==> config.mk <==
export PLATFORM = sky130hd
export DESIGN_NAME = vga_timing_gen_flat
export DESIGN_NICKNAME = d
export VERILOG_FILES = /design/src/rtl/vga_timing_gen_if.sv /design/src/rtl/vga_timing_gen.sv /design/src/flat_wrapper.sv
export SDC_FILE = /design/constraint.sdc
export NUM_CORES = 1
export LEC_CHECK = 0
export CAP_MARGIN = 10
export CORE_ASPECT_RATIO = 1.5
export CORE_MARGIN = 3
export CORE_UTILIZATION = 45
export DETAILED_ROUTE_END_ITERATION = 16
export GPL_TIMING_DRIVEN = 0
export HOLD_SLACK_MARGIN = 0.15
export PLACE_DENSITY_LB_ADDON = 0.15
export SYNTH_ARGS = -nofsm -noshare
export SYNTH_HDL_FRONTEND = slang
export SYNTH_SLANG_ARGS = --single-unit
==> constraint.sdc <==
create_clock -name clk -period 5.7 [get_ports clk]
set_input_delay 0.855 -clock clk [delete_from_list [all_inputs] [get_ports clk]]
set_output_delay 0.855 -clock clk [all_outputs]
set_load 0.01 [all_outputs]
==> src/rtl/vga_timing_gen_if.sv <==
// Raster bundle shared by the timing generator and downstream draw stages.
interface vga_if;
  logic [10:0] hcount;
  logic [10:0] vcount;
  logic        hsync;
  logic        vsync;
  logic        hblnk;
  logic        vblnk;

  modport out (output hcount, vcount, hsync, vsync, hblnk, vblnk);
  modport in  (input  hcount, vcount, hsync, vsync, hblnk, vblnk);
endinterface

==> src/rtl/vga_timing_gen.sv <==
// Parametrised raster timing generator: counters, sync/blank decode,
// start-of-frame / end-of-line pulses and a completed-frame counter.
module vga_timing_gen #(
  parameter int unsigned H_ACTIVE = 1024,
  parameter int unsigned H_FP     = 24,
  parameter int unsigned H_SYNC   = 136,
  parameter int unsigned H_BP     = 160,
  parameter int unsigned V_ACTIVE = 768,
  parameter int unsigned V_FP     = 3,
  parameter int unsigned V_SYNC   = 6,
  parameter int unsigned V_BP     = 29,
  parameter bit          HS_POL   = 1'b1,
  parameter bit          VS_POL   = 1'b1,
  parameter int unsigned FRAME_W  = 16
) (
  input  logic               clk,
  input  logic               rst_n,
  input  logic               en,
  input  logic               restart,
  vga_if.out                 out,
  output logic               sof,
  output logic               eol,
  output logic [FRAME_W-1:0] frame_cnt
);

  localparam int unsigned H_TOTAL = H_ACTIVE + H_FP + H_SYNC + H_BP;
  localparam int unsigned V_TOTAL = V_ACTIVE + V_FP + V_SYNC + V_BP;

  if (H_TOTAL > 2048 || V_TOTAL > 2048) begin : g_bad_total
    $error("vga_timing_gen: H_TOTAL/V_TOTAL exceed 11-bit counter range");
  end
  if (H_FP == 0 || H_SYNC == 0 || H_BP == 0 ||
      V_FP == 0 || V_SYNC == 0 || V_BP == 0) begin : g_bad_zero
    $error("vga_timing_gen: porch and sync widths must be non-zero");
  end

  localparam logic [10:0] H_LAST = 11'(H_TOTAL - 1);
  localparam logic [10:0] V_LAST = 11'(V_TOTAL - 1);
  localparam logic [10:0] H_ACT  = 11'(H_ACTIVE);
  localparam logic [10:0] V_ACT  = 11'(V_ACTIVE);
  localparam logic [10:0] HS_BEG = 11'(H_ACTIVE + H_FP);
  localparam logic [10:0] HS_END = 11'(H_ACTIVE + H_FP + H_SYNC);
  localparam logic [10:0] VS_BEG = 11'(V_ACTIVE + V_FP);
  localparam logic [10:0] VS_END = 11'(V_ACTIVE + V_FP + V_SYNC);

  logic [10:0] hcount_q, vcount_q;
  logic        hsync_q, vsync_q, hblnk_q, vblnk_q;
  logic [10:0] h_nxt, v_nxt;
  logic        frame_wrap, line_end;
  logic        hsync_nxt, vsync_nxt, hblnk_nxt, vblnk_nxt;

  always_comb begin
    h_nxt      = hcount_q;
    v_nxt      = vcount_q;
    frame_wrap = 1'b0;
    line_end   = 1'b0;
    if (restart) begin
      h_nxt = '0;
      v_nxt = '0;
    end else if (en) begin
      if (hcount_q == H_LAST) begin
        h_nxt = '0;
        if (vcount_q == V_LAST) begin
          v_nxt      = '0;
          frame_wrap = 1'b1;
        end else begin
          v_nxt = vcount_q + 11'd1;
        end
      end else begin
        h_nxt = hcount_q + 11'd1;
      end
      line_end = (h_nxt == H_LAST);
    end
  end

  // Decode from the next counts so sync/blank line up with the presented position.
  always_comb begin
    hblnk_nxt = (h_nxt >= H_ACT);
    vblnk_nxt = (v_nxt >= V_ACT);
    hsync_nxt = (h_nxt >= HS_BEG && h_nxt < HS_END) ? HS_POL : ~HS_POL;
    vsync_nxt = (v_nxt >= VS_BEG && v_nxt < VS_END) ? VS_POL : ~VS_POL;
  end

  always_ff @(posedge clk or negedge rst_n) begin
    if (!rst_n) begin
      hcount_q  <= '0;
      vcount_q  <= '0;
      hsync_q   <= ~HS_POL;
      vsync_q   <= ~VS_POL;
      hblnk_q   <= 1'b0;
      vblnk_q   <= 1'b0;
      sof       <= 1'b0;
      eol       <= 1'b0;
      frame_cnt <= '0;
    end else begin
      hcount_q <= h_nxt;
      vcount_q <= v_nxt;
      hsync_q  <= hsync_nxt;
      vsync_q  <= vsync_nxt;
      hblnk_q  <= hblnk_nxt;
      vblnk_q  <= vblnk_nxt;
      sof      <= frame_wrap;
      eol      <= line_end;
      if (frame_wrap) begin
        frame_cnt <= frame_cnt + 1'b1;
      end
    end
  end

  assign out.hcount = hcount_q;
  assign out.vcount = vcount_q;
  assign out.hsync  = hsync_q;
  assign out.vsync  = vsync_q;
  assign out.hblnk  = hblnk_q;
  assign out.vblnk  = vblnk_q;

endmodule

==> src/flat_wrapper.sv <==
// flat-port wrapper written by rule: the top's interface ports become plain ports
module vga_timing_gen_flat 
#(
  parameter int unsigned H_ACTIVE = 1024,
  parameter int unsigned H_FP     = 24,
  parameter int unsigned H_SYNC   = 136,
  parameter int unsigned H_BP     = 160,
  parameter int unsigned V_ACTIVE = 768,
  parameter int unsigned V_FP     = 3,
  parameter int unsigned V_SYNC   = 6,
  parameter int unsigned V_BP     = 29,
  parameter bit          HS_POL   = 1'b1,
  parameter bit          VS_POL   = 1'b1,
  parameter int unsigned FRAME_W  = 16
)
  (clk, rst_n, en, restart, sof, eol, frame_cnt, out_hcount, out_vcount, out_hsync, out_vsync, out_hblnk, out_vblnk);
  vga_if out_i ();
  input  logic clk;
  input  logic rst_n;
  input  logic en;
  input  logic restart;
  output logic sof;
  output logic eol;
  output logic [FRAME_W-1:0] frame_cnt;
  output wire logic [$bits(out_i.hcount)-1:0] out_hcount;
  output wire logic [$bits(out_i.vcount)-1:0] out_vcount;
  output wire logic [$bits(out_i.hsync)-1:0] out_hsync;
  output wire logic [$bits(out_i.vsync)-1:0] out_vsync;
  output wire logic [$bits(out_i.hblnk)-1:0] out_hblnk;
  output wire logic [$bits(out_i.vblnk)-1:0] out_vblnk;
  assign out_hcount = out_i.hcount;
  assign out_vcount = out_i.vcount;
  assign out_hsync = out_i.hsync;
  assign out_vsync = out_i.vsync;
  assign out_hblnk = out_i.hblnk;
  assign out_vblnk = out_i.vblnk;
  vga_timing_gen #(.H_ACTIVE(H_ACTIVE), .H_FP(H_FP), .H_SYNC(H_SYNC), .H_BP(H_BP), .V_ACTIVE(V_ACTIVE), .V_FP(V_FP), .V_SYNC(V_SYNC), .V_BP(V_BP), .HS_POL(HS_POL), .VS_POL(VS_POL), .FRAME_W(FRAME_W)) u_core (.clk(clk), .rst_n(rst_n), .en(en), .restart(restart), .out(out_i), .sof(sof), .eol(eol), .frame_cnt(frame_cnt));
endmodule
======== After elaboration in Yosys (flattened, before gate mapping) ========
Index checks and enable logic that the tools add are counted.
Widths: inputs -> output; s select.
storage, ports and cells
  flip-flop bits (word level) ............. 44
  output and inout port bits .............. 44
cells by class
  add/subtract/negate cells ............... 3
  $lt $le $gt $ge ......................... 6
  eq/ne operators ......................... 3
  mux-type cells .......................... 17
  reductions and logical operators ........ 2
operators with widths
  operator               number
  $mux 11                9
  $add 11x1->11 const B  2
  $eq 11x11->1 const B   2
  $ge 11x10->1 const B   2
  $ge 11x11->1 const B   2
  $add 16x1->16 const B  1
  $eq 11x10->1 const B   1
  $lt 11x10->1 const B   1
  $lt 11x11->1 const B   1
  $mux 1                 8
  $logic_and 1x1->1      2

======== Logic depth before layout (Yosys ltp) ========
  depth after elaboration ................. 9
  gate-level depth with buffers ........... 10

======== Least setup slack after synthesis ========
Ideal clock, no wire load.
  kind .................................... input to register
  start point ............................. input en
  end point ............................... register u_core.vsync_q, in the netlist u_core.out.vsync
  arrival ................................. 2.225 ns
  data required time ...................... 5.605 ns
  setup slack ............................. 3.380 ns
  stages on the path ...................... 8
  path buffers ............................ 2
  cells stage by stage .................... and2_1 buf_2 nand4_4 buf_2 or3_1 o21ai_0 a211oi_1 nor4b_2
on the way
  word-level cells in the longest chain between the ends .. 5
  elaborated cells on any way between the ends .. 6
RTL lines
  element                                       line                  RTL
  start: declaration                            flat_wrapper.sv:20    input logic en;
  $mux 11 *                                     vga_timing_gen.sv:60  end else if (en) begin
  $mux 11 *                                     vga_timing_gen.sv:57  if (restart) begin
  $ge 11x10->1 or $lt 11x10->1 (tied branches)  vga_timing_gen.sv:81  vsync_nxt = (v_nxt >= VS_BEG && v_nxt < VS_END) ? VS_POL : ~VS_POL;
  $logic_and 1x1->1 *                           vga_timing_gen.sv:81
  $mux 1 *                                      vga_timing_gen.sv:81
  net u_core.vsync_nxt                          vga_timing_gen.sv:50  logic hsync_nxt, vsync_nxt, hblnk_nxt, vblnk_nxt;
  end signal: assignment                        vga_timing_gen.sv:89  vsync_q <= ~VS_POL;
  end signal: assignment                        vga_timing_gen.sv:99  vsync_q <= vsync_nxt;
  end: declaration                              vga_timing_gen.sv:47  logic hsync_q, vsync_q, hblnk_q, vblnk_q;
Mark *: on every way through the listed nets, which the timed path passes. The rest lies on a longest branch.
A chain may end at the register's enable or synchronous reset.

======== Worst setup path after layout ========
  start point ............................. input en
  end point ............................... register u_core.hsync_q, in the netlist u_core.out.hsync
on the way
  word-level cells in the longest chain between the ends .. 5
  elaborated cells on any way between the ends .. 6
RTL lines
  element                                       line                  RTL
  $mux 11 *                                     vga_timing_gen.sv:60
  $mux 11 *                                     vga_timing_gen.sv:57
  $ge 11x11->1 or $lt 11x11->1 (tied branches)  vga_timing_gen.sv:80  hsync_nxt = (h_nxt >= HS_BEG && h_nxt < HS_END) ? HS_POL : ~HS_POL;
  $logic_and 1x1->1 *                           vga_timing_gen.sv:80
  $mux 1 *                                      vga_timing_gen.sv:80
  net u_core.hsync_nxt                          vga_timing_gen.sv:50
  end signal: assignment                        vga_timing_gen.sv:88  hsync_q <= ~HS_POL;
  end signal: assignment                        vga_timing_gen.sv:98  hsync_q <= hsync_nxt;
  end: declaration                              vga_timing_gen.sv:47
Marked as above.

==> impl_metrics.csv <==
group,metric,value,unit
cts,hold_bufs_at_cts,0,
routing,via_per_inst,5.68,
die,core_area,5200,um^2
synth,seq_area_frac_synth,45.2,%
synth,post_synth_fa_ha_maj_area_fraction,2.06,%
synth,synth-simple-area-share,30.0,%
worst_setup_path,critPathMaxFanout,10,
synth,cells_taking_the_most_area_after_synthesis,"dfrtp_1 45%, xnor2_1 4.3%, nand3_1 3.7%",
sta,clock_skew,0.00676,ns
global_route,global_route_wire_length_before_repair,9900,um
place,placed_cell_area,3010,um^2
place,place_inst,374,
final_layout,post_route_cells_drive_above_1_share,7.96,%
synth,share_of_cell_area_taken_by_muxes_after_synthesis,1.28,%
worst_setup_path,worst_ep_required_time,5.87,ns
routing,detail_route.wirelength,5790,um
global_route,antenna_found_initial,0,
final_layout,n_antenna_cell,0,
min_path,min-delay-path-class,"register to register",
synth,syn-instance-count,258,
power,cellLeakagePower,1.27,nW
cts,cts_tree,"built",
worst_setup_path,startpoint_type,"primary input",
synth,number_of_flip_flops_and_latches_in_the_synthesized_netlist,44,
cts,clockBufferDepth,2,
flow_run,drv.max_cap_violation_count,0,
place,dp_hpwl,4240,um
power,post-layout-total-power,598,uW
synth,ys.flop_type,"dfrtp_1",
routing,detail_route.first_pass.iterations,4,
synth,synthesis.yosys.warnings,0,
place,port-buffer-count,47,
sta,max_clock_freq,344,MHz
place,place.gp.congestion,0.911,
routing,detail-route-antenna-nets,0,
global_route,grt_use_total,19.9,%
sta,final.hold.worst_slack,0.469,ns
synth,synth_edf_count,0,
place,worst_setup_timing_slack_at_the_placement_stage,2.56,ns
sta,unrepaired_setup_endpoints_after_global_routing,"false",
cts,cts.reportedPaths.clkPinSlew,0.09,ns
cts,post-cts-setup-buffer-count,0,
worst_setup_path,worst-setup-path-type,"primary input to register",
synth,synth_compound_gate_area_share,10.2,%
power,ir_drop,0.131,mV
sta,final_hold_viol_count,0,
synth,synth_top_area_share,45.2,%
die,start_util,46.8,%
routing,post_drt_wl_per_cell,15.2,um
synth,syn-num-nets,266,
synth,post_synth_xor_xnor_area,7.55,%
worst_setup_path,crit_arrival,3.08,ns
synth,synth.avg_cell_area,9.44,um^2
synth,mappedNetlistArea,2430,um^2
final_layout,finish.utilization,60.1,%
die,floorplan.die.width,66.1,um
cts,cts_inserted_buffers,5,
global_route,globalRoute.totalOverflow,0,
sta,setup_ws,2.79,ns
final_layout,stdcell_area,3130,um^2
cts,cts.sinks,44,
sta,setup-tns-final,0,ns
sta,worst_slew_pin_slew,0.550,ns
die,placementRows,32,
synth,synth-async-reset-ratio,100,%
final_layout,synthesis_to_layout_area_growth,28.5,%
routing,drt_first_iter_violations,163,
final_layout,finish.net_count,321,
sta,setup-violations-final,0,
synth,synth_top_family_by_area,"simple AND/OR/NAND/NOR gates",
cts,worst_skew_pair.late_latency,0.30,ns
global_route,first_global_vias,2143,
die,num_io_pins,48,
die,die_area,6350,um^2
synth,post-synth-top-area-cell,"dfrtp_1",
sta,finalCritPeriodShare,51.0,%
cts,htreeDepth,2,
power,power-per-cell-area,191,nW/um^2
cts,cts-root-buf,"clkbuf_8",
die,chipHeight,96.1,um
outcome,outcome,"finished, final reports clean",
cts,cts_resized,0,
worst_setup_path,end_kind,"register",
global_route,pin_count_of_the_biggest_net_entering_global_routing,24,
sta,slew_headroom,63.3,%
synth,ys_types,45,
final_layout,final_cells,382,
final_layout,nFillCells,456,
sta,finalWorstPathRequiredPeriod,2.91,ns
routing,drc,0,
routing,route.vias.total,2170,
sta,slew_violations,0,
[kinds of logic (layout without fill, tap and decap cells)]
logic type,Yosys count,after routing
AO/OA/AOI/OAI,43,43
multiplexers,3,3
flip-flops,44,44
AND/OR/NAND/NOR,123,123
XOR/XNOR,21,21
buffers and inverters,20,76
adder cells (fa/ha/maj),4,4
[layout by cell type, fill, tap and decap left out, types with 4 or more instances in the layout]
cell	n
clkdlybuf4s50_1	46
nor3_1	11
xnor2_1	12
clkbuf_1	6
ha_1	4
nor2_1	18
clkbuf_8	5
dfrtp_1	44
and4_1	6
o21ai_0	10
nand4_1	14
xor2_1	9
nand3_1	18
o211ai_1	4
buf_2	5
a21oi_1	17
inv_1	8
or4_1	6
nand2_1	24
[final timing paths]
| check | from | end | slack, ns | depth (start not counted) |
|---|---|---|---|---|
| worst min-delay path | u_core.frame_cnt[15]$_DFFE_PN0P_ | u_core.frame_cnt[15]$_DFFE_PN0P_ | 0.47 | 1 |
| worst max-delay path | en | u_core.out.hsync$_DFF_PN0_ | 2.79 | 7 |
| worst min register to register | u_core.frame_cnt[15]$_DFFE_PN0P_ | u_core.frame_cnt[15]$_DFFE_PN0P_ | 0.47 | 1 |
| max in group asynchronous | rst_n | u_core.out.hcount[8]$_DFF_PN0_ | 4.69 | 2 |
| min in group asynchronous | rst_n | u_core.frame_cnt[11]$_DFFE_PN0P_ | 0.52 | 1 |
| worst max register to register | u_core.out.hcount[0]$_DFF_PN0_ | u_core.out.vsync$_DFF_PN0_ | 3.13 | 10 |
[synth_stat cells (2+ instances only)]
master	n
and3_1	3
and2_1	3
nand4b_1	2
xor2_1	9
buf_2	4
ha_1	4
o21ai_0	10
a22oi_1	2
a21oi_1	17
nand2_1	24
nand4_1	14
clkbuf_1	6
xnor2_1	12
inv_1	8
nand4_4	2
mux2i_1	2
nor2_1	18
and3b_1	2
a31oi_1	3
nand3_1	18
and4_1	6
or3_1	3
a211oi_1	2
or4_1	6
dfrtp_1	44
o211ai_1	4
nor3_1	11
o21ai_1	2
[per-layer routing]
| layer | part of all wire, % | vias to the layer above | track usage, % |
|---|---|---|---|
| met5 | 0 | - | 0 |
| met4 | 2.0 | 0 | 8.98 |
| met3 | 4.3 | 11 | 3.27 |
| met2 | 52 | 63 | 36.1 |
| met1 | 41 | 1046 | 22.5 |
| li1 | - | 1050 | - |
[sequential cells by signal (all words and copies together) (netlist names)]
register and cells:
u_core.out.vsync 1, u_core.out.hcount 11, u_core.frame_cnt 16, u_core.sof 1, u_core.eol 1, u_core.out.vcount 11
u_core.out.hsync 1, u_core.out.vblnk 1, u_core.out.hblnk 1
[worst max-delay path, stage by stage]
cell,delay [ns]
clkdlybuf4s50_1,0.49
clkbuf_1,0.39
inv_1,0.17
or4_1,0.53
o21ai_0,0.18
a211oi_1,0.14
nor4b_1,0.33
[where the power goes]
part	internal (mW)	total [mW]	leakage, nW	switching, mW
clock	0.132	0.250	0.0548	0.118
combinational	0.0122	0.0309	0.609	0.0187
sequential	0.314	0.317	0.607	0.00326
total	0.458	0.598	1.27	0.140
[layout make-up]
class	instances	area, um^2	area share (%)
tap	68	85.1	2.72
clock inverter	3	46.3	1.48
inverter	8	30.0	0.960
timing repair buffer	48	493	15.8
clock buffer	5	68.8	2.20
sequential	44	1100	35.2
multi-input combinational	194	1240	39.7
buffer	12	61.3	1.96
(Power assumes the default switching activity.)
